==> config.mk <==
export PLATFORM = sky130hd
export DESIGN_NAME = b1_mux_3_1_rr
export DESIGN_NICKNAME = d
export VERILOG_FILES = /design/src/rtl/b1_mux_3_1_rr.sv
export SDC_FILE = /design/constraint.sdc
export NUM_CORES = 1
export LEC_CHECK = 0
export ABC_AREA = 1
export CAP_MARGIN = 10
export CORE_UTILIZATION = 37
export DETAILED_ROUTE_END_ITERATION = 10
export SYNTH_ARGS = -nofsm -noshare
export SYNTH_HDL_FRONTEND = slang
export SYNTH_SLANG_ARGS = --single-unit
==> constraint.sdc <==
create_clock -name clk -period 2 [get_ports clk]
set_input_delay 0.4 -clock clk [delete_from_list [all_inputs] [get_ports clk]]
set_output_delay 0.4 -clock clk [all_outputs]
set_load 0.02 [all_outputs]
==> src/rtl/b1_mux_3_1_rr.sv <==
// b1_mux_3_1_rr: three-input round-robin stream merger with a registered output.
// Each output beat carries its source index on out_sel (2'b11 = no beat).
// Optional build macro B1_MUX_GRANT_CNT_EN adds saturating per-channel grant
// counters grant_cnt0..grant_cnt2 (CNT_W bits each).
module b1_mux_3_1_rr #(
  parameter int DATA_W = 1,
  parameter int CNT_W  = 8
) (
  input  logic                  clk,
  input  logic                  rst,
  input  logic [2:0]            in_valid,
  input  logic [3*DATA_W-1:0]   in_data,
  output logic [2:0]            in_ready,
  output logic                  out_valid,
  input  logic                  out_ready,
  output logic [DATA_W-1:0]     out_data,
  output logic [1:0]            out_sel
`ifdef B1_MUX_GRANT_CNT_EN
  ,
  output logic [CNT_W-1:0]      grant_cnt0,
  output logic [CNT_W-1:0]      grant_cnt1,
  output logic [CNT_W-1:0]      grant_cnt2
`endif
);

  localparam logic [1:0] SEL_NONE = 2'b11;

  logic [1:0]        ptr_reg;
  logic              out_valid_reg;
  logic [DATA_W-1:0] out_data_reg;
  logic [1:0]        out_sel_reg;

  logic              load;
  logic              accept;
  logic [2:0]        grant;
  logic [1:0]        grant_idx;
  logic              grant_any;
  logic [1:0]        ptr_next;
  logic [DATA_W-1:0] grant_data;
  logic [DATA_W-1:0] masked_data [3];

  // Channel reached after stepping k places from p, modulo 3 (p is always 0..2).
  function automatic logic [1:0] rr_idx(input logic [1:0] p, input int k);
    logic [2:0] s;
    s = {1'b0, p} + 3'(k);
    if (s >= 3'd3) s = s - 3'd3;
    return s[1:0];
  endfunction

  // The output register can accept a beat when empty or being drained; never during reset.
  assign load   = !out_valid_reg || out_ready;
  assign accept = load && !rst;

  // Round-robin scan starting at ptr; first valid channel wins.
  always_comb begin
    logic [1:0] idx;
    logic       found;
    grant     = 3'b000;
    grant_idx = SEL_NONE;
    found     = 1'b0;
    idx       = ptr_reg;
    for (int k = 0; k < 3; k++) begin
      idx = rr_idx(ptr_reg, k);
      if (!found && in_valid[idx]) begin
        grant[idx] = 1'b1;
        grant_idx  = idx;
        found      = 1'b1;
      end
    end
  end

  assign in_ready  = accept ? grant : 3'b000;
  assign grant_any = |in_ready;
  assign ptr_next  = (grant_idx == 2'd2) ? 2'd0 : grant_idx + 2'd1;

  // One-hot AND-OR data mux: only the granted channel contributes.
  generate
    for (genvar gi = 0; gi < 3; gi++) begin : g_mask
      assign masked_data[gi] = in_data[gi*DATA_W +: DATA_W] & {DATA_W{grant[gi]}};
    end
  endgenerate
  assign grant_data = masked_data[0] | masked_data[1] | masked_data[2];

  // Output beat register and priority pointer; pointer moves only on a transfer.
  always_ff @(posedge clk) begin
    if (rst) begin
      out_valid_reg <= 1'b0;
      out_data_reg  <= '0;
      out_sel_reg   <= SEL_NONE;
      ptr_reg       <= 2'd0;
    end else if (load) begin
      if (grant_any) begin
        out_valid_reg <= 1'b1;
        out_data_reg  <= grant_data;
        out_sel_reg   <= grant_idx;
        ptr_reg       <= ptr_next;
      end else begin
        out_valid_reg <= 1'b0;
        out_data_reg  <= '0;
        out_sel_reg   <= SEL_NONE;
      end
    end
  end

  assign out_valid = out_valid_reg;
  assign out_data  = out_data_reg;
  assign out_sel   = out_sel_reg;

`ifdef B1_MUX_GRANT_CNT_EN
  logic [CNT_W-1:0] cnt_reg [3];

  generate
    for (genvar gi = 0; gi < 3; gi++) begin : g_cnt
      // Count transfers from this channel, saturating at all-ones.
      always_ff @(posedge clk) begin
        if (rst) begin
          cnt_reg[gi] <= '0;
        end else if (in_valid[gi] && in_ready[gi] && (cnt_reg[gi] != {CNT_W{1'b1}})) begin
          cnt_reg[gi] <= cnt_reg[gi] + 1'b1;
        end
      end
    end
  endgenerate

  assign grant_cnt0 = cnt_reg[0];
  assign grant_cnt1 = cnt_reg[1];
  assign grant_cnt2 = cnt_reg[2];
`endif

endmodule

==> load_flow_metrics.sql, run 1 <==
INSERT INTO impl_metrics (metric_group, metric, value, unit) VALUES
('clock_tree', 'clock_path_buffers', '2', ''),
('die', 'dieWidth', '43.04', 'um'),
('outcome', 'run_status', 'complete, but fails checks', ''),
('setup_path', 'crit_type', 'reg -> out', ''),
('die', 'initial_core_util', '0.4042', ''),
('timing', 'count_of_final_hold_check_violations', '0', ''),
('yosys', 'ys_seq_area_frac', '0.1928', ''),
('die', 'fp.dieArea', '0.001852', 'mm2'),
('setup_path', 'cp_cell_sequence', 'inv_2 -> ha_4 -> inv_4 -> nand2_2 -> nand3_2 -> nand2_4 -> nand3_2 -> nand2_2 -> inv_2 -> nand2_2 -> nand2_2 -> inv_2 -> buf_6', ''),
('finish', 'finalNetCount', '180', ''),
('grt', 'grt_use_total', '0.2371', ''),
('yosys', 'syn_area', '623.1', 'um2'),
('timing', 'fmax', '470.6', 'MHz'),
('finish', 'postLayoutCellArea', '0.001270', 'mm2'),
('yosys', 'synth_largest_area_cell', 'sky130_fd_sc_hd__nand2_1', ''),
('yosys', 'ys_ff_latch', '6', ''),
('setup_path', 'cp_num_cells', '13', ''),
('place', 'dpl.hpwl', '1276', 'um'),
('place', 'buffer_ports.inserted', '15', ''),
('timing', 'report.final.setup_viol', '4', ''),
('yosys', 'synth_commonest_cells', 'sky130_fd_sc_hd__nand2_1 (35), sky130_fd_sc_hd__inv_1 (18), sky130_fd_sc_hd__nand3_1 (13), sky130_fd_sc_hd__nand2_2 (9)', ''),
('yosys', 'synth_top_cell_area_share', '0.2108', ''),
('yosys', 'netlist-cell-type-count', '16', ''),
('finish', 'layout.filler_cells', '104', ''),
('route', 'drc_markers', '0', ''),
('setup_path', 'timing.critical_path.max_delay_family', 'simple AND/OR/NAND/NOR gates', ''),
('place', 'finalWeightedCongestion', '0.8272', ''),
('hold_path', 'hold_path_class', 'reg -> reg', ''),
('yosys', 'postSynth.topFlopCell', 'sky130_fd_sc_hd__dfxtp_1', ''),
('outcome', 'failed_checks', 'setup timing', ''),
('yosys', 'simple_gate_share_of_the_synthesized_area', '0.5502', ''),
('setup_path', 'reg2reg_depth', '16', ''),
('yosys', 'synth_top_family_by_area', 'simple AND/OR/NAND/NOR gates', ''),
('yosys', 'yosys_warnings', '0', ''),
('clock_tree', 'number_of_buffers_created_by_cts', '3', ''),
('setup_path', 'critical_path_sink', 'in_ready[0]', ''),
('yosys', 'synth_compound_area_frac', '0.04819', ''),
('clock_tree', 'clock_sink_count', '6', ''),
('pwr', 'power_leakage', '0.6532', 'nW'),
('yosys', 'synth.area.mux_share', '0', ''),
('grt', 'grt_start_max_net_pins', '9', ''),
('grt', 'grt_pass1_wl', '3291', 'um'),
('timing', 'worst_slew_pin_slew', '0.2447', 'ns'),
('setup_path', 'rr_startpoint', 'ptr_reg[0]', ''),
('yosys', 'synthArstFlopShare', '0', ''),
('timing', 'finalWorstSetupSlack', '-0.1251', 'ns'),
('setup_path', 'timing.critical_path.from_type', 'flop', ''),
('finish', 'final_layout_size_suffix_gt1_frac', '0.5939', ''),
('setup_path', 'timing.critical_path.from', 'ptr_reg[0]', ''),
('setup_path', 'worstPathMaxFanout', '5', ''),
('clock_tree', 'cts.clk_slew.worst_paths', '0.04', 'ns'),
('setup_path', 'cpMostUsedCell', 'sky130_fd_sc_hd__nand2_2', ''),
('timing', 'min_period_over_period', '1.063', ''),
('route', 'drt.antenna.violating_nets', '0', ''),
('setup_path', 'worst_path_max_delay_cell', 'sky130_fd_sc_hd__dfxtp_2', ''),
('yosys', 'postSynthAreaPerCell', '5.823', 'um2'),
('job', 'max-cap-violations', '0', ''),
('grt', 'gr-total-overflow', '0', ''),
('clock_tree', 'tritoncts', 'done', ''),
('clock_tree', 'worst_skew_pair.late_latency', '0.24', 'ns'),
('setup_path', 'critPathMaxStageDelay', '0.33', 'ns'),
('yosys', 'synth_nets', '120', ''),
('setup_path', 'path_buf_inv', '5', ''),
('finish', 'antenna_cells_inserted', '0', ''),
('pwr', 'power.density_cell_area', '1613', 'mW/mm2'),
('die', 'std_cell_rows', '14', ''),
('yosys', 'synth_enable_flop_cells', '0', ''),
('yosys', 'post_synth_xor_area_fraction', '0', ''),
('setup_path', 'crit_path_end_kind', 'output port', ''),
('timing', 'relSlewSlack', '0.8369', ''),
('route', 'drt_iter0_markers', '48', '');
-- tightest hold or removal path, delay by kind of cell (launching register included) --
kind / cells / cell delay (ns)
DFF: 1 / 0.32
and+or+nand+nor: 1 / 0.05
AOI/OAI and AO/OA: 1 / 0.07
-- per-stage QoR --
| step | hold WS, ns | setup TNS (ns) | util | instances | total power, mW |
|---|---|---|---|---|---|
| 6_report | 0.4677 | -0.3620 | 0.8239 | 181 | 2.049 |
| 5_1_grt | 0.4950 | -0.9925 | 0.8239 | 181 | 2.199 |
| 4_1_cts | 0.4672 | -0.2537 | 0.7403 | 177 | 1.777 |
| 3_5_place_dp | 0.4503 | -2.192 | 0.6120 | 158 | 1.394 |
| 3_3_place_gp | 0.4510 | -2.137 | 0.6120 | 158 | 1.385 |
| 2_1_floorplan | 0.4691 | 0 | - | 107 | 0.9059 |
-- cell type report --
class	instances	area [um2]	area share
Clock buffer	3	22.52	0.01773
Inverter	21	87.58	0.06897
Multi-Input combinational cell	80	553.0	0.4355
Sequential cell	6	125.1	0.09852
Tap cell	16	20.02	0.01576
Timing Repair Buffer	55	461.7	0.3635
-- placed cells by master (no fill, tap or decap), drive strengths merged --
| cell | Yosys | layout |
|---|---|---|
| a21oi | 3 | 3 |
| buf | 0 | 43 |
| clkbuf | 0 | 3 |
| clkdlybuf4s50 | 0 | 9 |
| clkinv | 1 | 1 |
| dfxtp | 6 | 6 |
| dlygate4sd2 | 0 | 1 |
| dlymetal6s2s | 0 | 2 |
| ha | 4 | 4 |
| inv | 20 | 20 |
| nand2 | 45 | 45 |
| nand3 | 16 | 16 |
| nand4 | 3 | 3 |
| nor2 | 6 | 6 |
| o21ai | 3 | 3 |
-- cell families (layout without fill, tap and decap cells) --
logic type                 count (synthesis)  in the layout
AOI/OAI and AO/OA                          6              6
and+or+nand+nor                           70             70
adders and majority gates                  4              4
buffers and inverters                     21             79
DFF                                        6              6
-- what timing repair did --
item / 4_1_cts / 5_1_grt
pin swaps: 15 / 13
setup buffers: 16 / 4
setup endpoints to repair: 3 / 9
resized for setup: 38 / 31
-- how the worst min path moves through the flow --
stage | from | slack (ns) | endpoint
CTS | out_sel[1] | 0.47 | out_sel[1]
floorplan | rst | 0.47 | out_data
global route | out_sel[0] | 0.49 | out_sel[0]
global placement | out_sel[0] | 0.45 | out_sel[0]
detailed placement | out_sel[1] | 0.45 | out_sel[1]
finish | out_sel[0] | 0.47 | out_sel[0]
-- routing by layer --
| metal | track usage | vias to the layer above | part of all wire |
|---|---|---|---|
| li1 | - | 452 | - |
| met1 | 0.2946 | 430 | 0.45 |
| met2 | 0.3909 | 18 | 0.52 |
| met3 | 0.02979 | 4 | 0.019 |
| met4 | 0.1333 | 0 | 0.015 |
| met5 | 0 | - | 0 |
-- power by group --
part           total, mW  internal [mW]  switching, mW
clock              0.105         0.0675         0.0380
combinational       1.74          0.840          0.895
sequential         0.208          0.171         0.0374
total               2.05           1.08          0.970
(Power assumes the default switching activity.)
==> inputs of run 2 (changes only) <==
- RECOVER_POWER: default -> 50
==> run 2 against run 1 <==
Against the previous run: global-route usage unchanged; clock power about the same; critical path depth unchanged; sequential share of layout area unchanged; first-iteration DRC count unchanged; final cell count unchanged; register-to-register slack about the same; combinational power about the same; sequential power about the same; flip-flop and latch count unchanged; the flow still finishes with violations (setup timing); largest cell class unchanged; total power decreased by 0.24%.
==> load_flow_metrics.sql, run 2 (synthesized netlist as in run 1, its figures left out) <==
INSERT INTO impl_metrics (metric_group, metric, value, unit) VALUES
('grt', 'grt_pass1_wl', '3291', 'um'),
('die', 'fp.dieArea', '0.001852', 'mm2'),
('route', 'drt.antenna.violating_nets', '0', ''),
('timing', 'report.final.setup_viol', '4', ''),
('finish', 'final_layout_size_suffix_gt1_frac', '0.5939', ''),
('die', 'initial_core_util', '0.4042', ''),
('pwr', 'power', '2.044', 'mW'),
('clock_tree', 'number_of_buffers_created_by_cts', '3', ''),
('timing', 'final.setup_skew', '0.003087', 'ns'),
('clock_tree', 'clock_sink_count', '6', ''),
('finish', 'layout.filler_cells', '104', ''),
('place', 'dpl.hpwl', '1276', 'um'),
('outcome', 'failed_checks', 'setup timing', ''),
('place', 'finalWeightedCongestion', '0.8272', ''),
('place', 'dp_worst_setup_slack', '-0.5887', 'ns'),
('finish', 'postLayoutCellArea', '0.001270', 'mm2'),
('route', 'routed_wire_length_per_instance', '11.96', 'um'),
('finish', 'final_cell_mix', 'sky130_fd_sc_hd__buf_4 (39), sky130_fd_sc_hd__nand2_1 (24), sky130_fd_sc_hd__nand2_2 (17)', ''),
('clock_tree', 'worst_skew_pair.late_latency', '0.24', 'ns'),
('place', 'buffer_ports.inserted', '15', ''),
('outcome', 'run_status', 'complete, but fails checks', ''),
('route', 'viasPerCell', '5.017', ''),
('place', 'place.detailed.instances', '158', ''),
('timing', 'count_of_final_hold_check_violations', '0', ''),
('grt', 'gr-total-overflow', '0', ''),
('hold_path', 'hold_path_class', 'reg -> reg', ''),
('route', 'drtPass1Iterations', '4', ''),
('timing', 'relSlewSlack', '0.8373', ''),
('timing', 'maxSlewViolCount', '0', ''),
('timing', 'fmax', '470.8', 'MHz'),
('setup_path', 'crit_type', 'reg -> out', ''),
('route', 'drt_iter0_markers', '48', ''),
('finish', 'final_common_cell', 'sky130_fd_sc_hd__buf_4', ''),
('route', 'drc_markers', '0', ''),
('pwr', 'max-vdd-ir-drop', '1.023', 'mV'),
('clock_tree', 'htreeDepth', '1', ''),
('setup_path', 'crit_path_end_kind', 'output port', ''),
('setup_path', 'cp_data_required_time', '1.60', 'ns'),
('grt', 'grt_use_total', '0.2371', ''),
('timing', 'finalWorstSetupSlack', '-0.1238', 'ns'),
('timing', 'final_period_minus_worst_setup_slack', '2.124', 'ns'),
('grt', 'via_count_of_the_first_global_routing_pass', '823', ''),
('finish', 'post_layout_nonfiller_instances', '181', ''),
('job', 'max-cap-violations', '0', ''),
('grt', 'grt_start_max_net_pins', '9', ''),
('route', 'vias_post_dr', '908', ''),
('clock_tree', 'cts.clk_slew.worst_paths', '0.04', 'ns'),
('die', 'dieWidth', '43.04', 'um'),
('clock_tree', 'clock_tree_root_buffer_cell', 'sky130_fd_sc_hd__clkbuf_4', ''),
('timing', 'rsz0062_at_grt', 'true', ''),
('clock_tree', 'tritoncts', 'done', ''),
('clock_tree', 'clock_path_buffers', '2', ''),
('die', 'floorplan.io_pins', '16', ''),
('finish', 'multi_input_comb_area', '553.0', 'um2'),
('timing', 'min_period_over_period', '1.062', ''),
('finish', 'register_area', '125.1', 'um2'),
('finish', 'finalNetCount', '180', ''),
('route', 'routed_wirelength', '2165', 'um'),
('pwr', 'power_leakage', '0.6529', 'nW'),
('finish', 'utilization', '0.8239', ''),
('die', 'die_h', '43.04', 'um'),
('finish', 'area_growth', '103.8', '%'),
('die', 'std_cell_rows', '14', ''),
('grt', 'grt_antenna_before_repair', '0', ''),
('pwr', 'power.density_cell_area', '1610', 'mW/mm2'),
('die', 'design.core.area', '0.001541', 'mm2'),
('finish', 'antenna_cells_inserted', '0', ''),
('place', 'detailed_place.area', '943.4', 'um2'),
('timing', 'worst_slew_pin_slew', '0.2440', 'ns'),
('setup_path', 'worstPathMaxFanout', '5', ''),
('setup_path', 'cp_data_arrival_time', '1.72', 'ns'),
('setup_path', 'timing.critical_path.from_type', 'flop', '');
-- run 2: through the flow --
stage               TNS, ns  hold WS, ns
finish              -0.3689       0.4622
global route        -0.9925       0.4900
CTS                 -0.2537       0.4672
detailed placement   -2.192       0.4503
global placement     -2.137       0.4510
floorplan                 0       0.4691
-- run 2: cell type report --
class | instances | area share
Multi-Input combinational cell | 80 | 0.4355
Timing Repair Buffer | 55 | 0.3635
Sequential cell | 6 | 0.09852
Inverter | 21 | 0.06897
Clock buffer | 3 | 0.01773
Tap cell | 16 | 0.01576
-- run 2: power breakdown --
| part | total, mW | switching, mW | internal (mW) |
|---|---|---|---|
| clock network | 0.105 | 0.0380 | 0.0675 |
| logic | 1.73 | 0.895 | 0.836 |
| registers | 0.208 | 0.0368 | 0.171 |
-- run 2: path summary, 6_finish.rpt --
| check | startpoint | endpoint | slack, ns | cells past startpoint |
|---|---|---|---|---|
| worst max register to register | ptr_reg[0] | ptr_reg[1] | -0.02 | 16 |
| worst min-delay path | out_sel[0] | out_sel[0] | 0.46 | 2 |
| worst min register to register | out_sel[0] | out_sel[0] | 0.46 | 2 |
| worst max-delay path | ptr_reg[0] | in_ready[0] | -0.12 | 13 |
-- run 2: routing by layer --
| metal | wire length [um] | share of wire | vias up | global-route usage |
|---|---|---|---|---|
| met3 | 63 | 0.029 | 4 | 0.02979 |
| li1 | - | - | 451 | - |
| met5 | 0 | 0 | - | 0 |
| met1 | 958 | 0.44 | 428 | 0.2946 |
| met4 | 32 | 0.015 | 0 | 0.1333 |
| met2 | 1110 | 0.51 | 25 | 0.3909 |
-- run 2: critical path, cell delays in order (launching register included) --
cell                      delay (ns)
sky130_fd_sc_hd__dfxtp_2        0.33
sky130_fd_sc_hd__inv_2          0.05
sky130_fd_sc_hd__ha_4           0.30
sky130_fd_sc_hd__inv_4          0.06
sky130_fd_sc_hd__nand2_2        0.07
sky130_fd_sc_hd__nand3_2        0.08
sky130_fd_sc_hd__nand2_4        0.10
sky130_fd_sc_hd__nand3_2        0.09
sky130_fd_sc_hd__nand2_2        0.07
sky130_fd_sc_hd__inv_2          0.04
sky130_fd_sc_hd__nand2_2        0.08
sky130_fd_sc_hd__nand2_2        0.07
sky130_fd_sc_hd__inv_2          0.05
sky130_fd_sc_hd__buf_6          0.11
-- run 2: what timing repair did --
action | CTS | global route
hold buffers | 0 | 0
gates resized for setup | 38 | 31
setup endpoints to repair | 3 | 9
buffers inserted | 16 | 4
pin swaps | 15 | 13
gates cloned | 0 | 0
==> inputs of run 3 (changes only) <==
- CORE_MARGIN: default -> 2
==> run 3 against run 2 <==
Against the previous run: the run still ends with setup timing left; sequential power barely moved; combinational power fell by 6%; critical path depth fell by 3; clock skew barely moved; die area rose by 9.5%; sequential share of layout area rose by 0.44 points; critical endpoint is now in_ready[1].
==> load_flow_metrics.sql, run 3 (synthesized netlist as in run 1, its figures left out) <==
INSERT INTO impl_metrics (metric_group, metric, value, unit) VALUES
('outcome', 'run_status', 'complete, but fails checks', ''),
('outcome', 'failed_checks', 'setup timing', ''),
('finish', 'antenna_cells_inserted', '0', ''),
('setup_path', 'reg2reg_slack', '-0.01', 'ns'),
('setup_path', 'reg2reg_depth', '16', ''),
('setup_path', 'r2r-end', 'ptr_reg[1]', ''),
('timing', 'count_of_final_hold_check_violations', '0', ''),
('route', 'routed_wirelength', '1932', 'um'),
('finish', 'final_layout_size_suffix_gt1_frac', '0.5280', ''),
('grt', 'grt_use_total', '0.2041', ''),
('place', 'place.detailed.instances', '158', ''),
('grt', 'grt_start_max_net_pins', '9', ''),
('timing', 'report.final.setup_viol', '4', ''),
('clock_tree', 'number_of_buffers_created_by_cts', '3', ''),
('route', 'drc_markers', '0', ''),
('grt', 'gr-total-overflow', '0', ''),
('pwr', 'power.density_cell_area', '1592', 'mW/mm2'),
('grt', 'globalRoute.busiestLayer', 'met2', ''),
('finish', 'final_cell_mix', 'sky130_fd_sc_hd__buf_4 (35), sky130_fd_sc_hd__nand2_1 (27), sky130_fd_sc_hd__nand2_2 (13)', ''),
('place', 'dpl.hpwl', '1276', 'um'),
('timing', 'maxSlewViolCount', '0', ''),
('finish', 'layout.filler_cells', '114', ''),
('finish', 'area_growth', '95.18', '%'),
('die', 'dieWidth', '45.04', 'um'),
('job', 'max-cap-violations', '0', ''),
('setup_path', 'cp_data_required_time', '1.60', 'ns'),
('grt', 'via_count_of_the_first_global_routing_pass', '773', ''),
('finish', 'post_layout_nonfiller_instances', '177', ''),
('timing', 'min_period_over_period', '1.041', ''),
('finish', 'register_area', '125.1', 'um2'),
('timing', 'fmax', '480.5', 'MHz'),
('timing', 'final.setup_skew', '0.002741', 'ns'),
('grt', 'grt_pass1_wl', '3015', 'um'),
('grt', 'global_route.usage.met1', '0.2561', ''),
('place', 'finalWeightedCongestion', '0.8795', ''),
('pwr', 'power_leakage', '0.6313', 'nW'),
('place', 'dp_worst_setup_slack', '-0.5851', 'ns'),
('pwr', 'sequentialPowerShare', '0.106', ''),
('grt', 'grt_util_met3', '0.02400', ''),
('hold_path', 'timing.hold.worst.start', 'out_data', ''),
('timing', 'relSlewSlack', '0.8482', ''),
('route', 'vias_post_dr', '863', ''),
('setup_path', 'worstPathMaxFanout', '5', ''),
('timing', 'rsz0062_at_grt', 'true', ''),
('route', 'viasPerCell', '4.876', ''),
('setup_path', 'cp_data_arrival_time', '1.68', 'ns'),
('setup_path', 'timing.critical_path.from_type', 'flop', ''),
('clock_tree', 'clock_sink_count', '6', ''),
('grt', 'grt_antenna_before_repair', '0', ''),
('clock_tree', 'clock_path_buffers', '2', ''),
('die', 'std_cell_rows', '14', ''),
('die', 'initial_core_util', '0.4042', ''),
('finish', 'postLayoutCellArea', '0.001216', 'mm2'),
('place', 'buffer_ports.inserted', '15', ''),
('setup_path', 'crit_path_end_kind', 'output port', ''),
('timing', 'final_period_minus_worst_setup_slack', '2.081', 'ns'),
('clock_tree', 'ctsHoldBuffers', '0', ''),
('setup_path', 'crit_type', 'reg -> out', ''),
('hold_path', 'hold_path_class', 'reg -> reg', ''),
('clock_tree', 'clock_tree_root_buffer_cell', 'sky130_fd_sc_hd__clkbuf_4', ''),
('pwr', 'max-vdd-ir-drop', '0.9404', 'mV'),
('pwr', 'power.switching_fraction', '0.4684', ''),
('die', 'fp.dieArea', '0.002028', 'mm2'),
('clock_tree', 'worst_skew_pair.late_latency', '0.24', 'ns'),
('route', 'routed_wire_length_per_instance', '10.92', 'um'),
('pwr', 'intPower', '1.029', 'mW'),
('hold_path', 'worst_hold_path.num_cells', '2', ''),
('finish', 'final_common_cell', 'sky130_fd_sc_hd__buf_4', ''),
('finish', 'multi_input_comb_area', '535.5', 'um2'),
('pwr', 'power.net_switching', '0.9068', 'mW'),
('clock_tree', 'tritoncts', 'done', ''),
('clock_tree', 'cts.clk_slew.worst_paths', '0.04', 'ns'),
('die', 'die_h', '45.04', 'um'),
('timing', 'finalHoldWorstSlack', '0.4596', 'ns'),
('clock_tree', 'htreeDepth', '1', ''),
('die', 'design.core.area', '0.001541', 'mm2'),
('place', 'detailed_place.area', '943.4', 'um2'),
('route', 'drt.antenna.violating_nets', '0', ''),
('timing', 'setup_total_negative_slack', '-0.2136', 'ns'),
('hold_path', 'hold-path-endpoint', 'out_data', ''),
('setup_path', 'rr_startpoint', 'ptr_reg[0]', ''),
('pwr', 'comb_power_share', '0.839', ''),
('pwr', 'power_frac_clock', '0.054', ''),
('route', 'drtPass1Iterations', '4', ''),
('timing', 'finalWorstSetupSlack', '-0.08130', 'ns'),
('grt', 'gr-usage-met2', '0.3343', ''),
('die', 'floorplan.io_pins', '16', ''),
('route', 'drt_iter0_markers', '13', ''),
('finish', 'finalNetCount', '176', ''),
('timing', 'worst_slew_pin_slew', '0.2269', 'ns');
run 3: cell types whose count changed in the layout (fill, tap and decap cells not counted), moves of 2 or more:
cell,change
sky130_fd_sc_hd__a21oi_1,+3
sky130_fd_sc_hd__a21oi_2,-3
sky130_fd_sc_hd__buf_4,-4
sky130_fd_sc_hd__dlygate4sd2_1,+2
sky130_fd_sc_hd__dlymetal6s2s_1,-2
sky130_fd_sc_hd__nand2_1,+3
sky130_fd_sc_hd__nand2_2,-4
sky130_fd_sc_hd__nor2_1,+2
sky130_fd_sc_hd__nor2_2,-2
run 3: power by group through the flow:
stage               clock, mW  combinational [mW]  sequential, mW
finish                  0.105                1.62           0.206
global route            0.112                1.77           0.213
CTS                     0.112                1.48           0.209
detailed placement          0                1.20           0.190
global placement            0                1.19           0.189
floorplan                   0               0.684           0.222
run 3: timing repair:
item                       in CTS  in global routing
resized for setup              50                 12
cloned                          0                  0
buffers inserted               14                  5
pin swaps                      12                 12
setup endpoints to repair       3                  9
run 3: layout make-up:
| class | count | area share |
|---|---|---|
| well taps | 16 | 0.01646 |
| repair buffers | 51 | 0.3488 |
| inverters | 21 | 0.07305 |
| flip-flops and latches | 6 | 0.1029 |
| clock buffers | 3 | 0.01852 |
| multi-input cells | 80 | 0.4403 |
run 3: through the flow:
| step | util | total power, mW |
|---|---|---|
| 6_report | 0.7890 | 1.936 |
| 3_5_place_dp | 0.6120 | 1.390 |
| 2_1_floorplan | - | 0.9059 |
| 4_1_cts | 0.7468 | 1.797 |
| 3_3_place_gp | 0.6120 | 1.382 |
| 5_1_grt | 0.7890 | 2.098 |
run 3: layer usage:
| metal | vias up | routed length (um) |
|---|---|---|
| met3 | 4 | 48 |
| met4 | 0 | 43 |
| met2 | 12 | 1016 |
| met5 | - | 0 |
| met1 | 402 | 824 |
| li1 | 445 | - |
run 3: worst max path at each step:
stage | cells after the start | end | slack [ns] | startpoint
after floorplan | 11 | in_ready[0] | 0.06 | ptr_reg[0]
after global placement | 12 | in_ready[0] | -0.59 | in_valid[2]
after global routing | 13 | in_ready[1] | -0.19 | ptr_reg[0]
final | 10 | in_ready[1] | -0.08 | ptr_reg[0]
after detailed placement | 12 | in_ready[0] | -0.59 | in_valid[2]
after CTS | 14 | in_ready[0] | -0.08 | ptr_reg[0]
run 3: critical path, stage by stage, from the launching register on:
cell	delay, ns
sky130_fd_sc_hd__dfxtp_2	0.33
sky130_fd_sc_hd__inv_2	0.05
sky130_fd_sc_hd__ha_4	0.25
sky130_fd_sc_hd__inv_2	0.11
sky130_fd_sc_hd__nand3_2	0.11
sky130_fd_sc_hd__nand2_2	0.11
sky130_fd_sc_hd__nand4_1	0.15
sky130_fd_sc_hd__nand2_2	0.11
sky130_fd_sc_hd__nand2_2	0.06
sky130_fd_sc_hd__inv_2	0.05
sky130_fd_sc_hd__buf_6	0.10
==> RTL edit, RTL diff (settings of run 3) <==
Build with the macro `B1_MUX_GRANT_CNT_EN` defined.
--- a/src/rtl/b1_mux_3_1_rr.sv
+++ b/src/rtl/b1_mux_3_1_rr.sv
@@ -4,2 +4,4 @@
 // counters grant_cnt0..grant_cnt2 (CNT_W bits each).
+`define B1_MUX_GRANT_CNT_EN
+
 module b1_mux_3_1_rr #(
Function (old outputs only; new: grant_cnt0, grant_cnt1 and grant_cnt2): kept (equiv_simple and equiv_induct, registers matched by name and starting in step).
==> RTL edit against run 3 <==
  * The run still ends with setup timing left
  * Sequential power rose to 4.4 times the old value
  * Setup slack got worse by 150 ps
  * Cell area rose to 2.6 times the old value
  * Routed wire length rose by 150%
  * Combinational power fell by 15%
  * Count of clock-buffer cells in the layout rose by 4
  * Sequential cell count rose by 24
  * Area after synthesis rose to 3.1 times the old value
  * Total power rose by 51%
  * Sequential share of layout area rose by 17 points
  * Highest routed layer unchanged
==> RTL edit: results (changes against run 3) <==
stage,metric,value,unit,change
status,status,"complete, but fails checks",,
status,failed_checks,setup timing,,
global_route,grt_start_max_net_pins,11,,+2
cells_and_area,drive_gt1_share,37.19,%,-16 points
cells_and_area,largest_register_ffs,24,,
synth,yosys_warnings,0,,unchanged
worst_hold_path,min-delay-start,out_sel[1],,
global_route,antenna_found_initial,0,,unchanged
synth,synth_cells,231,,+120%
route,wl_per_cell,12.30,um,+13%
timing,setup-violations-final,54,,+50
setup_path,arrival,1830,ps,+150 ps
power,vdd_drop_max,0.5364,mV,-43%
place,placed_cells,370,,+130%
synth,synthesis.nets,247,,+110%
synth,netlist_top_cells_area,"edfxtp_1, nand2_1, nor2_1",,
route,avgViaCountPerCell,4.656,,-4.5%
setup_path,r2r_setup_slack,-160,ps,-150 ps
clock_tree,clkSlewWorstSetupHoldPaths,60,ps,+20 ps
route,firstDrtPassIters,6,,+2
place,hpwl,3.277,mm,+160%
global_route,grt_pass1_vias,1743,,+130%
clock_tree,numCtsBuffers,5,,+2
synth,ys.flop_type,edfxtp_1,,
global_route,grt_pass1_wl,7.797,mm,+160%
global_route,grt.total_usage,16.52,%,-3.9 points
synth,ys_seq_area_share,43.69,%,+24 points
place,port_buffers,39,,+24
clock_tree,clock_latency,280,ps,+40 ps
worst_hold_path,holdPathEnd,out_sel[1],,
synth,synth_edf_count,24,,+24
place,place.gp.congestion,0.8118,,-7.7%
power,leakage,0.001338,uW,+110%
clock_tree,clock-root-buffer,clkbuf_8,,
route,drt_iter0_drc,60,,+47
synth,ys_types,22,,+6
clock_tree,h-tree-depth,2,,+1
timing,fin_worst_skew,13.45,ps,+10.71 ps
timing,worst_slack,-227.6,ps,-146.3 ps
setup_path,rr_endpoint,cnt_reg[1][3],,
cells_and_area,layout.nets,335,,+90%
worst_hold_path,holdPathStages,2,,unchanged
synth,yosys-top-cells-count,"nand2_1, nor2_1, inv_1, edfxtp_1, nand3_1",,
cells_and_area,final_cells,390,,+120%
setup_path,timing.rr.start,ptr_reg[1],,
timing,maxSlewHeadroom,69.07,%,-16 points
-- RTL edit: cell count changes in the layout (fill, tap and decap cells not counted), moves of 5 or more --
| cell | change |
|---|---|
| dlygate4sd3_1 | +11 |
| edfxtp_1 | +24 |
| nand2_1 | +19 |
| xor2_1 | +6 |
| clkbuf_8 | +6 |
| nand3_1 | +7 |
| buf_6 | +5 |
| nor2_1 | +21 |
| clkdlybuf4s50_1 | +15 |
| nor2_2 | +5 |
| inv_1 | +20 |
| nor3b_2 | +6 |
-- RTL edit: kinds of logic after synthesis --
family                   after synthesis  share of synthesized area [%]
AO/OA/AOI/OAI                          8                          2.471
XOR/XNOR                               7                          3.186
adder cells (fa/ha/maj)                7                          4.551
buffers and inverters                 37                          7.347
flip-flops                            30                          43.69
AND/OR/NAND/NOR                      142                          38.75
-- RTL edit: critical path, delay by kind of cell (launching register included) --
family | cells | cell delay [ps]
buffers and inverters | 4 | 330
flip-flops | 1 | 330
adder cells (fa/ha/maj) | 1 | 320
AND/OR/NAND/NOR | 8 | 580
-- RTL edit: repair_timing --
item | in CTS | in global routing
gates resized for setup | 38 | 38
setup endpoints to repair | 34 | 56
gates cloned | 0 | 0
pin swaps | 9 | 9
setup buffers | 8 | 6
-- RTL edit: layout make-up --
cell class	count	area, um^2
well taps	70	87.58
repair buffers	81	768.2
inverters	37	150.1
clock buffers	7	86.33
multi-input cells	164	1159
fillers	435	1948
clock inverters	1	30.03
flip-flops and latches	30	845.8
-- RTL edit: layer usage --
layer / global-route usage, % / vias to the layer above / wire length, um
li1: - / 927 / -
met2: 27.23 / 49 / 2411
met3: 4.502 / 4 / 231
met1: 21.33 / 836 / 2119
met4: 4.909 / 0 / 35
met5: 0 / - / 0
-- RTL edit: metrics by stage --
stage	TNS, ps	power, uW	setup WS [ps]	hold WS (ps)	area [um^2]
2_1_floorplan	0	1538	4.512	469.1	1957
3_3_place_gp	-16240	2046	-657.9	451.0	2685
3_5_place_dp	-16560	2054	-668.6	465.2	2685
4_1_cts	-1869	2803	-190.1	475.1	2924
5_1_grt	-9170	3100	-320.0	528.6	3127
6_report	-3660	2919	-227.6	480.0	3127
-- RTL edit: worst max-delay path by stage --
| stage | cells after the start | start | to | slack, ps |
|---|---|---|---|---|
| after floorplan | 12 | ptr_reg[0] | cnt_reg[2][0] | 5 |
| after global placement | 10 | in_valid[2] | in_ready[1] | -660 |
| after detailed placement | 12 | in_valid[1] | in_ready[0] | -670 |
| after CTS | 11 | ptr_reg[1] | in_ready[0] | -190 |
| after global routing | 13 | ptr_reg[1] | in_ready[1] | -320 |
| final | 13 | ptr_reg[1] | in_ready[1] | -230 |
-- RTL edit: where the power goes --
part	switching (uW)	total, uW	internal (uW)	leakage [uW]
registers	102	912	810	0.000300
logic	734	1370	639	0.000979
clock network	227	633	406	0.0000585
